[src/rtl/mem_access_unit.sv]
// mem_access_unit: MEM-stage load/store unit between the EX/MEM register and a
// word-addressed data memory. Loads pick a byte/halfword/word lane and extend it.
// Word stores go straight through. Byte and halfword stores are performed as a
// two-cycle read-modify-write, stalling the pipeline for one cycle.
// Optional feature macro: MEM_ALIGN_CHECK_EN (flag and suppress misaligned
// accesses; when undefined, low address bits are ignored and the access is
// aligned down).
module mem_access_unit #(
  parameter int unsigned ADDR_WIDTH = 32
) (
  input  logic                  clk,
  input  logic                  reset,
  input  logic [ADDR_WIDTH-1:0] i_address,
  input  logic [31:0]           i_store_data,
  input  logic                  i_mem_read,
  input  logic                  i_mem_write,
  input  logic [1:0]            i_size,
  input  logic                  i_unsigned,
  output logic [31:0]           o_load_data,
  output logic                  o_stall,
  output logic                  o_misaligned,
  output logic [ADDR_WIDTH-1:0] o_mem_address,
  output logic [31:0]           o_mem_write_data,
  output logic                  o_mem_read,
  output logic                  o_mem_write,
  input  logic [31:0]           i_mem_read_data
);

  localparam logic [0:0] IDLE  = 1'b0;
  localparam logic [0:0] MERGE = 1'b1;

  logic [0:0]            state;
  logic [0:0]            state_next;
  logic [31:0]           merge_word;

  logic                  is_byte;
  logic                  is_half;
  logic                  is_word;
  logic [1:0]            off;
  logic                  req;
  logic                  misaligned;
  logic                  store;
  logic                  load;
  logic                  sub_store;
  logic [ADDR_WIDTH-1:0] aligned_address;
  logic [7:0]            byte_lane;
  logic [15:0]           half_lane;
  logic [31:0]           load_ext;
  logic [31:0]           merged;

  // Request decode: size 11 is treated as a word; store takes priority over load.
  always_comb begin
    is_byte         = (i_size == 2'b00);
    is_half         = (i_size == 2'b01);
    is_word         = i_size[1];
    off             = i_address[1:0];
    req             = i_mem_read | i_mem_write;
`ifdef MEM_ALIGN_CHECK_EN
    misaligned      = req & ((is_half & off[0]) | (is_word & (off != 2'b00)));
`else
    misaligned      = 1'b0;
`endif
    store           = i_mem_write & ~misaligned;
    load            = i_mem_read & ~i_mem_write & ~misaligned;
    sub_store       = store & ~is_word;
    aligned_address = {i_address[ADDR_WIDTH-1:2], 2'b00};
  end

  // Load path: little-endian lane select followed by sign/zero extension.
  always_comb begin
    case (off)
      2'd0:    byte_lane = i_mem_read_data[7:0];
      2'd1:    byte_lane = i_mem_read_data[15:8];
      2'd2:    byte_lane = i_mem_read_data[23:16];
      default: byte_lane = i_mem_read_data[31:24];
    endcase
    half_lane = off[1] ? i_mem_read_data[31:16] : i_mem_read_data[15:0];
    if (is_byte) begin
      load_ext = {{24{~i_unsigned & byte_lane[7]}}, byte_lane};
    end else if (is_half) begin
      load_ext = {{16{~i_unsigned & half_lane[15]}}, half_lane};
    end else begin
      load_ext = i_mem_read_data;
    end
  end

  // Store merge: replace only the addressed lane of the captured memory word.
  always_comb begin
    merged = merge_word;
    if (is_byte) begin
      case (off)
        2'd0:    merged[7:0]   = i_store_data[7:0];
        2'd1:    merged[15:8]  = i_store_data[7:0];
        2'd2:    merged[23:16] = i_store_data[7:0];
        default: merged[31:24] = i_store_data[7:0];
      endcase
    end else if (off[1]) begin
      merged[31:16] = i_store_data[15:0];
    end else begin
      merged[15:0]  = i_store_data[15:0];
    end
  end

  // Output and next-state logic; everything is forced quiet while reset is low
  // so a reset landing mid-RMW cannot leak a stall or a write.
  always_comb begin
    state_next       = state;
    o_stall          = 1'b0;
    o_mem_read       = 1'b0;
    o_mem_write      = 1'b0;
    o_mem_write_data = '0;
    o_load_data      = '0;
    o_mem_address    = '0;
    o_misaligned     = 1'b0;
    if (reset) begin
      o_misaligned = misaligned;
      if (state == MERGE) begin
        o_mem_write      = 1'b1;
        o_mem_write_data = merged;
        o_mem_address    = aligned_address;
        state_next       = IDLE;
      end else if (sub_store) begin
        o_mem_read    = 1'b1;
        o_stall       = 1'b1;
        o_mem_address = aligned_address;
        state_next    = MERGE;
      end else if (store) begin
        o_mem_write      = 1'b1;
        o_mem_write_data = i_store_data;
        o_mem_address    = aligned_address;
      end else if (load) begin
        o_mem_read    = 1'b1;
        o_load_data   = load_ext;
        o_mem_address = aligned_address;
      end
    end
  end

  // State register and RMW capture of the original memory word.
  always_ff @(posedge clk or negedge reset) begin
    if (!reset) begin
      state      <= IDLE;
      merge_word <= '0;
    end else begin
      state <= state_next;
      if ((state == IDLE) && sub_store) begin
        merge_word <= i_mem_read_data;
      end
    end
  end

endmodule

[config.mk]
export PLATFORM = sky130hd
export DESIGN_NAME = mem_access_unit
export DESIGN_NICKNAME = d
export VERILOG_FILES = /design/src/rtl/mem_access_unit.sv
export SDC_FILE = /design/constraint.sdc
export NUM_CORES = 1
export LEC_CHECK = 0
export BUFFER_PORTS_ARGS = -buffer_cell sky130_fd_sc_hd__buf_2
export CORE_MARGIN = 2
export CORE_UTILIZATION = 46
export DETAILED_ROUTE_END_ITERATION = 10
export PLACE_DENSITY = 0.82
export SLEW_MARGIN = 5
export SYNTH_ARGS = -nofsm -noshare
export SYNTH_HDL_FRONTEND = slang
export SYNTH_SLANG_ARGS = --single-unit
[constraint.sdc]
create_clock -name clk -period 2.7 [get_ports clk]
set_input_delay 0.81 -clock clk [delete_from_list [all_inputs] [get_ports clk]]
set_output_delay 0.81 -clock clk [all_outputs]
set_load 0.005 [all_outputs]
==> impl_table.tex, run 1 <==
\begin{tabular}{lr}
\hline
Metric & Value \\
\hline
\multicolumn{2}{l}{\textbf{Routing}} \\
Top Metal Used & met4 \\
DR vias & slightly below 5000 \\
Number of detailed-routing iterations run before antenna repair & 5 \\
Via/cell ratio & about 6.3 \\
Count of nets left with antenna violations after detail routing & 0 \\
Met3 routed wirelength & approximately 1.8 mm \\
Routed wire length on met2 & between 8 and 9 mm \\
Number of DRC violations after detailed routing & 0 \\
Final routed wirelength across all metal layers & roughly 18 mm \\
Drt wl/cell & around 23 um \\
Detailed-routing wirelength on met1 & between 6 and 7 mm \\
Iter 0 DRT Violations & 407 \\
\multicolumn{2}{l}{\textbf{Die}} \\
Die Height & between 90 and 100 um \\
Core box area & 0.00781 mm2 \\
X dimension of the die & between 90 and 100 um \\
Starting utilization of the core area & 48.2\% \\
Die Footprint & $\sim$0.009 mm2 \\
Site row count & 32 \\
Total I/O pin count & a little over 200 \\
\multicolumn{2}{l}{\textbf{STA}} \\
Count of endpoints failing hold in the final timing report & 0 \\
Upper clock frequency limit & 349 MHz \\
Final cycle utilization of the critical path & 106\% \\
Final setup violating endpoints & between 70 and 80 \\
Unrepaired setup endpoints after global routing & true \\
Worst-case clock skew & 0.00569 ns \\
Final Max Tran Viols & 0 \\
Worst setup slack after layout & -0.166 ns \\
Minimum period implied by the final worst setup slack & roughly 2.9 ns \\
\multicolumn{2}{l}{\textbf{Critical path}} \\
Highest fanout seen on the critical path & 8 \\
Worst path required time & 1.89 ns \\
Cell with the largest stage delay on the worst path & o31ai\_4 \\
Worst setup path class & primary input to output pin \\
Max incr delay on CP & $\sim$0.4 ns \\
Critical path arrival & about 2 ns \\
Count of cells along the worst register-to-register path & 4 \\
Startpoint class of the critical path & primary input \\
Sequence of cells on the critical path & buf\_12 > buf\_12 > o31ai\_4 > nand2\_1 > a31oi\_1 > buf\_2 \\
Endpoint type of the worst setup path & output pin \\
Worst path most repeated cell & buf\_12 \\
\multicolumn{2}{l}{\textbf{Clocking}} \\
Clock transition at the registers of the reported paths & 0.07 ns \\
Cts bufs inserted & 5 \\
TritonCTS clock tree & built \\
Hold Buf Count CTS & 0 \\
Clock tree buffer depth & 2 \\
Clock insertion delay at the later pin of the skew report & $\sim$0.29 ns \\
Clk sink count & 33 \\
Cell at the root of the clock tree & clkbuf\_8 \\
Number of levels the H-tree was split into & 2 \\
\multicolumn{2}{l}{\textbf{Final layout}} \\
Nets & roughly 800 \\
Final Util & between 70\% and 80\% \\
Area Overhead vs Synth & 65.8\% \\
Layout fillers & about 500 \\
Share of layout cells above drive strength 1 & around 63\% \\
Final antenna diode count & 0 \\
Final instance area & a little over 0.006 mm2 \\
\multicolumn{2}{l}{\textbf{Power}} \\
Leak pwr & a little under 3 nW \\
Peak ir drop on the vdd network & 0.192 mV \\
Total power after layout & around 2.1 mW \\
Power density normalized to cell area & roughly 330 mW/mm2 \\
\multicolumn{2}{l}{\textbf{Outcome}} \\
Violations in the final reports & setup timing \\
Result of the run & complete, but fails checks \\
\multicolumn{2}{l}{\textbf{Global route}} \\
Number of antenna violations at the first check in global routing & 0 \\
GRT Overall Usage & around 33\% \\
Grt ovf & 0 \\
First-pass GRT wire length & roughly 22 mm \\
Pin count of the biggest net entering global routing & 40 \\
Vias in the first global route & between 4000 and 5000 \\
\multicolumn{2}{l}{\textbf{Logic synthesis}} \\
Library cell with the highest instance count after synthesis & o21ai\_0 \\
Average instance area after synthesis & $\sim$8.5 um2 \\
Share of synthesized cell area in full adder, half adder and majority cells & 0\% \\
Ys flop type & dfrtp\_1 \\
Multiplexer fraction of the synthesized cell area & 16.6\% \\
Most frequent cells after synthesis & o21ai\_0, nor2\_1, dfrtp\_1, nand3\_1, and2\_1 \\
Number of distinct standard cells referenced by the synthesized netlist & 48 \\
Ys Warns & 0 \\
Async set-reset flop share out of synthesis & between 90\% and 100\% \\
Complex-gate fraction of the synthesized area & between 20 and 25\% \\
Main combinational cell family by area after synthesis & simple AND/OR/NAND/NOR gates \\
Area share of the largest cell type after synthesis & around 22\% \\
Number of synthesized flops with an enable pin & 0 \\
Library cell occupying the most area in the post-synthesis netlist & dfrtp\_1 \\
Sequential cell area fraction in the yosys report & 22.0\% \\
Simple-Gate Fraction of Synth Area & between 20 and 30\% \\
Synth area leaders & dfrtp\_1, o21ai\_0, mux2\_2 \\
Post-Synthesis Cell Area & around 0.0038 mm2 \\
Syn Inst Count & approximately 440 \\
Post-synthesis xor/xnor area fraction & 0\% \\
Flops \& latches, synth & 33 \\
\multicolumn{2}{l}{\textbf{Placement}} \\
Detail Placement HPWL & 11.6 mm \\
IO buf count & 199 \\
Cell area after placement & 0.00511 mm2 \\
GP Congestion & 0.952 \\
\multicolumn{2}{l}{\textbf{Job}} \\
Max-cap violations & 0 \\
\multicolumn{2}{l}{\textbf{Worst hold path}} \\
Worst hold path class & primary input to asynchronous set/reset pin \\
\hline
\end{tabular}
worst paths after layout:
check,start,end,slack (ns)
setup / recovery,i_size[1],o_mem_write_data[27],-0.17
max in group asynchronous,reset,merge_word[4],1.88
setup reg to reg,state,merge_word[17],0.78
hold / removal,reset,merge_word[13],0.53
min in group clk,merge_word[30],merge_word[30],0.53
hold reg to reg,merge_word[30],merge_word[30],0.53
routing by layer:
metal	global-route usage, %	up-vias
met2	52.4	389
met3	4.95	69
li1	-	2142
met5	0	-
met4	8.45	0
met1	45.8	2331
repair_timing:
action | CTS | global route
resized for setup | 72 | 145
pin swaps | 22 | 66
cloned | 1 | 6
buffers inserted | 9 | 12
endpoints found under the setup margin | 64 | 64
metrics by stage:
stage / hold slack, ns / TNS, ns / instances / setup slack (ns)
2_1_floorplan: 0.474 / 0 / 443 / 0.149
3_3_place_gp: 0.489 / -6.92 / 752 / -0.145
3_5_place_dp: 0.497 / -7.78 / 752 / -0.181
4_1_cts: 0.488 / -0.744 / 770 / -0.0383
5_1_grt: 0.528 / -5.58 / 786 / -0.221
6_report: 0.525 / -3.61 / 786 / -0.166
where the power goes:
part           leakage (nW)  internal, mW  switching, mW
registers             0.389         0.593         0.0887
clock network        0.0450         0.179          0.189
logic                  2.45         0.532          0.493
cell usage in the layout (no fill, tap or decap), drive strengths merged, types with 9 or more instances in the layout:
| cell type | netlist | routed |
|---|---|---|
| nor3b | 20 | 20 |
| dfrtp | 33 | 33 |
| nand3 | 33 | 33 |
| buf | 37 | 279 |
| mux2 | 35 | 35 |
| o21ai | 71 | 71 |
| nor2 | 41 | 41 |
| nand2 | 9 | 9 |
| and2 | 31 | 31 |
| clkbuf | 14 | 11 |
cells by family after synthesis:
group                  after synthesis
other                                1
buffers and inverters               55
flip-flops                          33
AND/OR/NAND/NOR                    175
multiplexers                        44
AO/OA/AOI/OAI                      133
final cells by class:
cell class	count	area [um2]	area share (%)
clock buffers	6	72.6	1.16
clock inverters	2	10.0	0.161
inverters	4	22.5	0.361
multi-input cells	355	3010	48.3
flip-flops and latches	33	826	13.2
well taps	102	128	2.05
repair buffers	284	2160	34.7
critical path: cells and delay by family:
kind                   cells  cell delay, ns
AOI/OAI and AO/OA          2            0.63
buffers and inverters      3            0.40
and+or+nand+nor            1            0.20
registers in the layout (all words and copies together), names as in the netlist:
register,count
state,1
merge_word,32
Power figures use the tool's default switching activity.
==> inputs of run 2 (changes only) <==
--- a/config.mk
+++ b/config.mk
@@ -11,4 +11,5 @@
 export DETAILED_ROUTE_END_ITERATION = 10
+export GPL_TIMING_DRIVEN = 0
 export PLACE_DENSITY = 0.82
-export SLEW_MARGIN = 5
+export SLEW_MARGIN = 15
 export SYNTH_ARGS = -nofsm -noshare
==> constraint.sdc (replaced) <==
create_clock -name clk -period 2.7 [get_ports clk]
set_input_delay 0.135 -clock clk [delete_from_list [all_inputs] [get_ports clk]]
set_output_delay 0.135 -clock clk [all_outputs]
set_load 0.005 [all_outputs]
==> run 2 against run 1 <==
Compared with the run above: clock skew up 0.00054 ns; core utilization decreased by 15 points; sequential share of layout area up 3.2 points; global-route usage is 0.87 points higher; combinational power decreased by 25%; critical path depth did not move; design area fell by 19%; clock-buffer cell count rose by 1; via count decreased by 8.5%; the run now ends clean; fmax rose by 28%; total power fell by 6.9%; clock power up 32%; highest routed layer unchanged.
==> impl_table.tex, run 2 (same netlist as run 1, synthesis figures left out) <==
\begin{tabular}{lr}
\hline
Metric & Value \\
\hline
\multicolumn{2}{l}{\textbf{Critical path}} \\
Sequence of cells on the critical path & dlygate4sd3\_1 > buf\_2 > buf\_2 > nand3\_1 > nor4\_1 > buf\_2 \\
Worst reg2reg path startpoint & state \\
Reg2reg end & merge\_word[26] \\
Worst path required time & 2.57 ns (+0.68 ns) \\
Worst path most repeated cell & buf\_2 \\
Endpoint type of the worst setup path & output pin \\
Cell with the largest stage delay on the worst path & dlygate4sd3\_1 \\
Highest fanout seen on the critical path & 10 (+2) \\
Startpoint class of the critical path & primary input \\
Count of cells along the worst register-to-register path & 3 (-1) \\
Max incr delay on CP & 0.52 ns (+0.11 ns) \\
Critical path arrival & 2.10 ns (+0.04 ns) \\
Worst setup path class & primary input to output pin \\
Reg2Reg Setup Slack & 1.12 ns (+0.34 ns) \\
\multicolumn{2}{l}{\textbf{Placement}} \\
GP Congestion & 0.983 (+3.3\%) \\
Detail Placement HPWL & 12.2 mm (+5.3\%) \\
Dpl cells & 743 (-1.2\%) \\
IO buf count & 198 (-0.50\%) \\
Cell area after placement & 0.00489 mm2 (-4.4\%) \\
Post-Place Setup Slack & 0.448 ns (+0.629 ns) \\
\multicolumn{2}{l}{\textbf{Final layout}} \\
Flip-flop count of the largest register after layout & 32 (unchanged) \\
Final instance area & 0.00503 mm2 (-19\%) \\
Total area of sequential cells & 826 um2 (unchanged) \\
Largest registers ranked by flip-flop count & merge\_word (32), state (1) \\
Area Overhead vs Synth & 33.8\% \\
Layout fillers & 691 (+41\%) \\
Final antenna diode count & 0 (unchanged) \\
Share of layout cells above drive strength 1 & 46.1\% (-17 points) \\
Filler-free cell count of the finished design & 753 (-4.2\%) \\
Final Util & 64.5\% (-15 points) \\
Total area of multi-input combinational cells & 0.00261 mm2 (-14\%) \\
Nets & 753 (-4.2\%) \\
Most common cell after layout, fill and taps aside & buf\_2 \\
Reg with most FFs & merge\_word \\
Highest-count cells in the layout ignoring fill and taps & buf\_2, o21ai\_0, nor2\_1, nand3\_1, dfrtp\_1 \\
\multicolumn{2}{l}{\textbf{Clocking}} \\
Clk sink count & 33 (unchanged) \\
Number of levels the H-tree was split into & 2 (unchanged) \\
\# Post-CTS Setup Buffers & 0 (-9) \\
Clock insertion delay at the later pin of the skew report & 0.28 ns (about the same) \\
Clock transition at the registers of the reported paths & 0.07 ns (about the same) \\
Clock tree buffer depth & 2 (unchanged) \\
Cell at the root of the clock tree & clkbuf\_8 \\
Cts bufs inserted & 5 (unchanged) \\
TritonCTS clock tree & built \\
\multicolumn{2}{l}{\textbf{Outcome}} \\
Result of the run & finished clean \\
\multicolumn{2}{l}{\textbf{Global route}} \\
GRT Overall Usage & 33.4\% (+0.87 points) \\
Pin count of the biggest net entering global routing & 34 (-15\%) \\
First-pass GRT wire length & 22.9 mm (+2.0\%) \\
Vias in the first global route & 4129 (-2.4\%) \\
Number of antenna violations at the first check in global routing & 0 (unchanged) \\
Grt ovf & 0 (unchanged) \\
\multicolumn{2}{l}{\textbf{Job}} \\
Max-cap violations & 0 (unchanged) \\
\multicolumn{2}{l}{\textbf{STA}} \\
Unrepaired setup endpoints after global routing & false \\
Final setup violating endpoints & 0 (-100\%) \\
Final hold slack & 0.140 ns (-0.385 ns) \\
Total negative slack & 0 ns (+3.61 ns) \\
Worst setup slack after layout & 0.468 ns (+0.633 ns) \\
Final Max Tran Viols & 0 (unchanged) \\
Worst-case clock skew & 0.00622 ns (+0.000539 ns) \\
Final cycle utilization of the critical path & 82.7\% (-23 points) \\
Minimum period implied by the final worst setup slack & 2.23 ns (-0.633 ns) \\
Upper clock frequency limit & 448 MHz (+28\%) \\
Count of endpoints failing hold in the final timing report & 0 (unchanged) \\
\multicolumn{2}{l}{\textbf{Power}} \\
Leak pwr & 2.36 nW (-18\%) \\
Peak ir drop on the vdd network & 0.218 mV (+13\%) \\
Total power after layout & 1.93 mW (-6.9\%) \\
Power density normalized to cell area & 384 mW/mm2 (+15\%) \\
\multicolumn{2}{l}{\textbf{Die}} \\
Core box area & 0.00781 mm2 (unchanged) \\
Die Height & 94.4 um (unchanged) \\
Die Footprint & 0.00892 mm2 (unchanged) \\
Site row count & 32 (unchanged) \\
Starting utilization of the core area & 48.2\% (unchanged) \\
Total I/O pin count & 203 (unchanged) \\
X dimension of the die & 94.4 um (unchanged) \\
\multicolumn{2}{l}{\textbf{Routing}} \\
Iter 0 DRT Violations & 277 (-32\%) \\
DR vias & 4513 (-8.5\%) \\
Via/cell ratio & 5.99 (-4.5\%) \\
Number of detailed-routing iterations run before antenna repair & 5 (unchanged) \\
Drt wl/cell & 20.4 um (-9.8\%) \\
Final routed wirelength across all metal layers & 15.3 mm (-14\%) \\
Count of nets left with antenna violations after detail routing & 0 (unchanged) \\
Number of DRC violations after detailed routing & 0 (unchanged) \\
\multicolumn{2}{l}{\textbf{Worst hold path}} \\
Worst min-delay path startpoint & i\_mem\_read\_data[11] \\
Worst hold path cell count & 2 \\
Worst hold path class & primary input to flip-flop \\
Worst min-delay path endpoint & merge\_word[11] \\
\hline
\end{tabular}
run 2: changes by cell type in the layout (fill, tap and decap cells not counted), moves of 21 or more:
cell,previous run,this run
o21ai_1,21,0
o21ai_0,25,70
buf_6,38,10
o21ai_2,24,1
buf_4,46,9
buf_2,174,216
run 2: cell type report:
| cell class | count | area share, % |
|---|---|---|
| Multi-Input combinational cell | 355 | 51.8 |
| Sequential cell | 33 | 16.4 |
| Timing Repair Buffer | 200 | 20.3 |
| Clock inverter | 1 | 0.597 |
| Clock buffer | 7 | 1.72 |
| Inverter | 4 | 0.298 |
| Tap cell | 102 | 2.54 |
| Buffer | 51 | 6.41 |
run 2: per-layer routing:
layer	vias up	global-route usage [%]	share of wire, %
li1	2067	-	-
met1	2105	48.3	41
met5	-	0	0
met4	0	9.90	2.7
met2	312	51.8	46
met3	29	4.79	11
run 2: worst max-delay path: cells and delay by family:
family                 cells  cell delay, ns
buffers and inverters      4            1.17
AND/OR/NAND/NOR            2            0.78
run 2: power breakdown:
group / switching, mW / internal [mW]
clock: 0.183 / 0.301
sequential: 0.0850 / 0.593
combinational: 0.394 / 0.375
run 2: what timing repair did:
item | in CTS | in global routing
hold endpoints to repair | 33 | 0
gates resized for setup | 0 | 0
hold buffers | 2 | 0
run 2: worst max-delay path by stage:
stage,to,start,cells after the start,slack [ns]
finish,o_load_data[7],reset,6,0.47
global route,o_load_data[11],reset,6,0.32
CTS,o_load_data[10],reset,6,0.46
detailed placement,o_load_data[10],reset,5,0.45
global placement,o_load_data[7],reset,5,0.50
floorplan,o_load_data[3],state,4,1.29
==> inputs of run 3 (changes only) <==
CORE_UTILIZATION = 42   (was 46)
PLACE_DENSITY = 0.79   (was 0.82)
clock period = 2 ns   (was 2.7 ns; I/O delays follow)
==> run 3 against run 2 <==
Compared with the run above: clock skew is 0.0042 ns lower; sequential share of layout area fell by 0.34 points; critical path depth shrank 1; worst setup slack lost 0.44 ns; die area rose by 9.1%; non-clock buffer count stayed put; via count grew 2.1%; critical path type is now flip-flop to output pin; critical endpoint is now o_load_data[13]; largest cell class unchanged.
==> impl_table.tex, run 3 (same netlist as run 1, synthesis figures left out) <==
\begin{tabular}{lr}
\hline
Metric & Value \\
\hline
\multicolumn{2}{l}{\textbf{Outcome}} \\
Result of the run & finished clean \\
\multicolumn{2}{l}{\textbf{Critical path}} \\
Critical path arrival & 1.87 ns (-0.23 ns) \\
Startpoint class of the critical path & flip-flop \\
Sequence of cells on the critical path & clkbuf\_4 > nor2\_1 > nand3\_4 > nor4b\_4 > buf\_2 \\
Max incr delay on CP & 0.43 ns (-0.09 ns) \\
Worst setup path startpoint & state \\
Worst setup path class & flip-flop to output pin \\
Highest fanout seen on the critical path & 10 (unchanged) \\
Reg2Reg Setup Slack & 0.43 ns (-0.69 ns) \\
Reg2reg end & merge\_word[30] \\
Worst path required time & 1.90 ns (-0.67 ns) \\
Count of cells along the worst register-to-register path & 3 (unchanged) \\
Endpoint type of the worst setup path & output pin \\
Cell with the largest stage delay on the worst path & dfrtp\_1 \\
End point of the critical path & o\_load\_data[13] \\
Worst reg2reg path startpoint & state \\
\multicolumn{2}{l}{\textbf{Final layout}} \\
Largest registers ranked by flip-flop count & merge\_word (32), state (1) \\
Most common cell after layout, fill and taps aside & buf\_2 \\
Share of layout cells above drive strength 1 & 49.0\% (+2.9 points) \\
Final instance area & 0.00514 mm2 (+2.1\%) \\
Final antenna diode count & 0 (unchanged) \\
Reg with most FFs & merge\_word \\
Layout fillers & 788 (+14\%) \\
Final Util & 58.9\% (-5.5 points) \\
Nets & 753 (unchanged) \\
Filler-free cell count of the finished design & 759 (+0.80\%) \\
Area Overhead vs Synth & 36.6\% \\
Highest-count cells in the layout ignoring fill and taps & buf\_2, o21ai\_0, nor2\_1, dfrtp\_1, nand3\_1 \\
Flip-flop count of the largest register after layout & 32 (unchanged) \\
\multicolumn{2}{l}{\textbf{Power}} \\
Switching power as a share of total power & 35.6\% (+1.3 points) \\
Fraction of power consumed by sequential logic & 36.0\% (+0.9 points) \\
Internal cell power & 1.63 mW (+29\%) \\
Proportion of power drawn by the clock network & 22.0\% (-3.0 points) \\
Logic pwr share & 42.0\% (+2.2 points) \\
Power density normalized to cell area & 493 mW/mm2 (+29\%) \\
Leak pwr & 2.41 nW (+1.9\%) \\
Peak ir drop on the vdd network & 0.244 mV (+12\%) \\
Switching power total & 0.903 mW (+36\%) \\
Total power after layout & 2.53 mW (+31\%) \\
\multicolumn{2}{l}{\textbf{Die}} \\
X dimension of the die & 98.6 um (+4.5\%) \\
Die Height & 98.6 um (+4.5\%) \\
Total I/O pin count & 203 (unchanged) \\
Starting utilization of the core area & 43.1\% (-5.0 points) \\
Die Footprint & 0.00973 mm2 (+9.1\%) \\
Site row count & 34 (+6.3\%) \\
Core box area & 0.00872 mm2 (+12\%) \\
\multicolumn{2}{l}{\textbf{Routing}} \\
Final routed wirelength across all metal layers & 15.5 mm (+0.96\%) \\
Iter 0 DRT Violations & 358 (+29\%) \\
Via/cell ratio & 6.07 (+1.3\%) \\
Number of DRC violations after detailed routing & 0 (unchanged) \\
Count of nets left with antenna violations after detail routing & 0 (unchanged) \\
DR vias & 4607 (+2.1\%) \\
Number of detailed-routing iterations run before antenna repair & 5 (unchanged) \\
Drt wl/cell & 20.4 um (+0.16\%) \\
\multicolumn{2}{l}{\textbf{Placement}} \\
Dpl cells & 749 (+0.81\%) \\
Cell area after placement & 0.00489 mm2 (+0.15\%) \\
GP Congestion & 0.991 (+0.81\%) \\
IO buf count & 198 (unchanged) \\
Detail Placement HPWL & 12.1 mm (-1.3\%) \\
\multicolumn{2}{l}{\textbf{Job}} \\
Max-cap violations & 0 (unchanged) \\
\multicolumn{2}{l}{\textbf{Global route}} \\
Number of antenna violations at the first check in global routing & 0 (unchanged) \\
Vias in the first global route & 4306 (+4.3\%) \\
Pin count of the biggest net entering global routing & 34 (unchanged) \\
Grt ovf & 0 (unchanged) \\
GRT Overall Usage & 29.9\% (-3.5 points) \\
First-pass GRT wire length & 23.3 mm (+1.6\%) \\
\multicolumn{2}{l}{\textbf{Clocking}} \\
Clk sink count & 33 (unchanged) \\
Cell at the root of the clock tree & clkbuf\_8 \\
Clock insertion delay at the later pin of the skew report & 0.29 ns (about the same) \\
Cts bufs inserted & 5 (unchanged) \\
TritonCTS clock tree & built \\
Clock tree buffer depth & 2 (unchanged) \\
Clock transition at the registers of the reported paths & 0.07 ns (about the same) \\
Number of levels the H-tree was split into & 2 (unchanged) \\
\multicolumn{2}{l}{\textbf{STA}} \\
Worst-case clock skew & 0.00206 ns (-0.00417 ns) \\
Upper clock frequency limit & about 510 MHz \\
Count of endpoints failing hold in the final timing report & 0 (unchanged) \\
Final setup violating endpoints & 0 (unchanged) \\
Final Max Tran Viols & 0 (unchanged) \\
Unrepaired setup endpoints after global routing & true \\
Final cycle utilization of the critical path & approximately 98\% \\
Minimum period implied by the final worst setup slack & 1.97 ns \\
\multicolumn{2}{l}{\textbf{Worst hold path}} \\
Worst hold path class & primary input to flip-flop \\
\hline
\end{tabular}
-- run 3: timing repair --
action | CTS | global route
endpoints found under the hold margin | 33 | 0
resized for setup | 8 | 25
pin swaps | 0 | 1
setup buffers | 0 | 0
hold buffers | 2 | 0
setup endpoints to repair | 14 | 47
-- run 3: cell type report --
| cell class | instances | area (um2) | share of cell area (%) |
|---|---|---|---|
| clock buffers | 7 | 96.3 | 1.87 |
| well taps | 108 | 135 | 2.63 |
| plain buffers | 51 | 338 | 6.57 |
| clock inverters | 1 | 5.00 | 0.0974 |
| repair buffers | 200 | 1020 | 19.9 |
| multi-input cells | 355 | 2700 | 52.5 |
| inverters | 4 | 15.0 | 0.292 |
| flip-flops and latches | 33 | 826 | 16.1 |
-- run 3: power groups by stage --
stage	Combinational [mW]	Sequential (mW)	Clock, mW
6_report	1.07	0.913	0.556
5_1_grt	1.14	0.920	0.587
4_1_cts	1.03	0.904	0.555
3_5_place_dp	1.01	0.916	0
3_3_place_gp	0.982	0.907	0
2_1_floorplan	0.620	0.864	0
-- run 3: metrics by stage --
step           hold slack, ns  setup slack, ns  TNS [ns]
2_1_floorplan          -0.196            0.618         0
3_3_place_gp            0.205          -0.0984    -0.701
3_5_place_dp            0.220           -0.175     -1.65
4_1_cts                 0.104          0.00321         0
5_1_grt                 0.105          -0.0339   -0.0873
6_report                0.108           0.0322         0
-- run 3: routing by layer --
| metal | GRT usage [%] | wire length [um] | up-vias |
|---|---|---|---|
| met1 | 43.1 | 6500 | 2193 |
| met5 | 0 | 0 | - |
| met2 | 46.0 | 7010 | 308 |
| met3 | 4.33 | 1560 | 37 |
| met4 | 10.3 | 409 | 0 |
| li1 | - | - | 2069 |
-- run 3: how the worst min path moves through the flow --
stage | slack [ns] | cells after the start | startpoint | endpoint
after detailed placement | 0.22 | 1 | reset | merge_word[0]
final | 0.11 | 2 | i_mem_read_data[25] | merge_word[25]
after global routing | 0.11 | 2 | i_mem_read_data[14] | merge_word[14]
after global placement | 0.20 | 1 | reset | merge_word[0]
after CTS | 0.10 | 2 | i_mem_read_data[3] | merge_word[3]
after floorplan | -0.20 | 0 | reset | merge_word[0]
-- run 3: worst max-delay path: cells and delay by family (launching register included) --
kind	cells	cell delay, ns
buffers and inverters	2	0.37
flip-flops	1	0.43
AND/OR/NAND/NOR	3	0.77
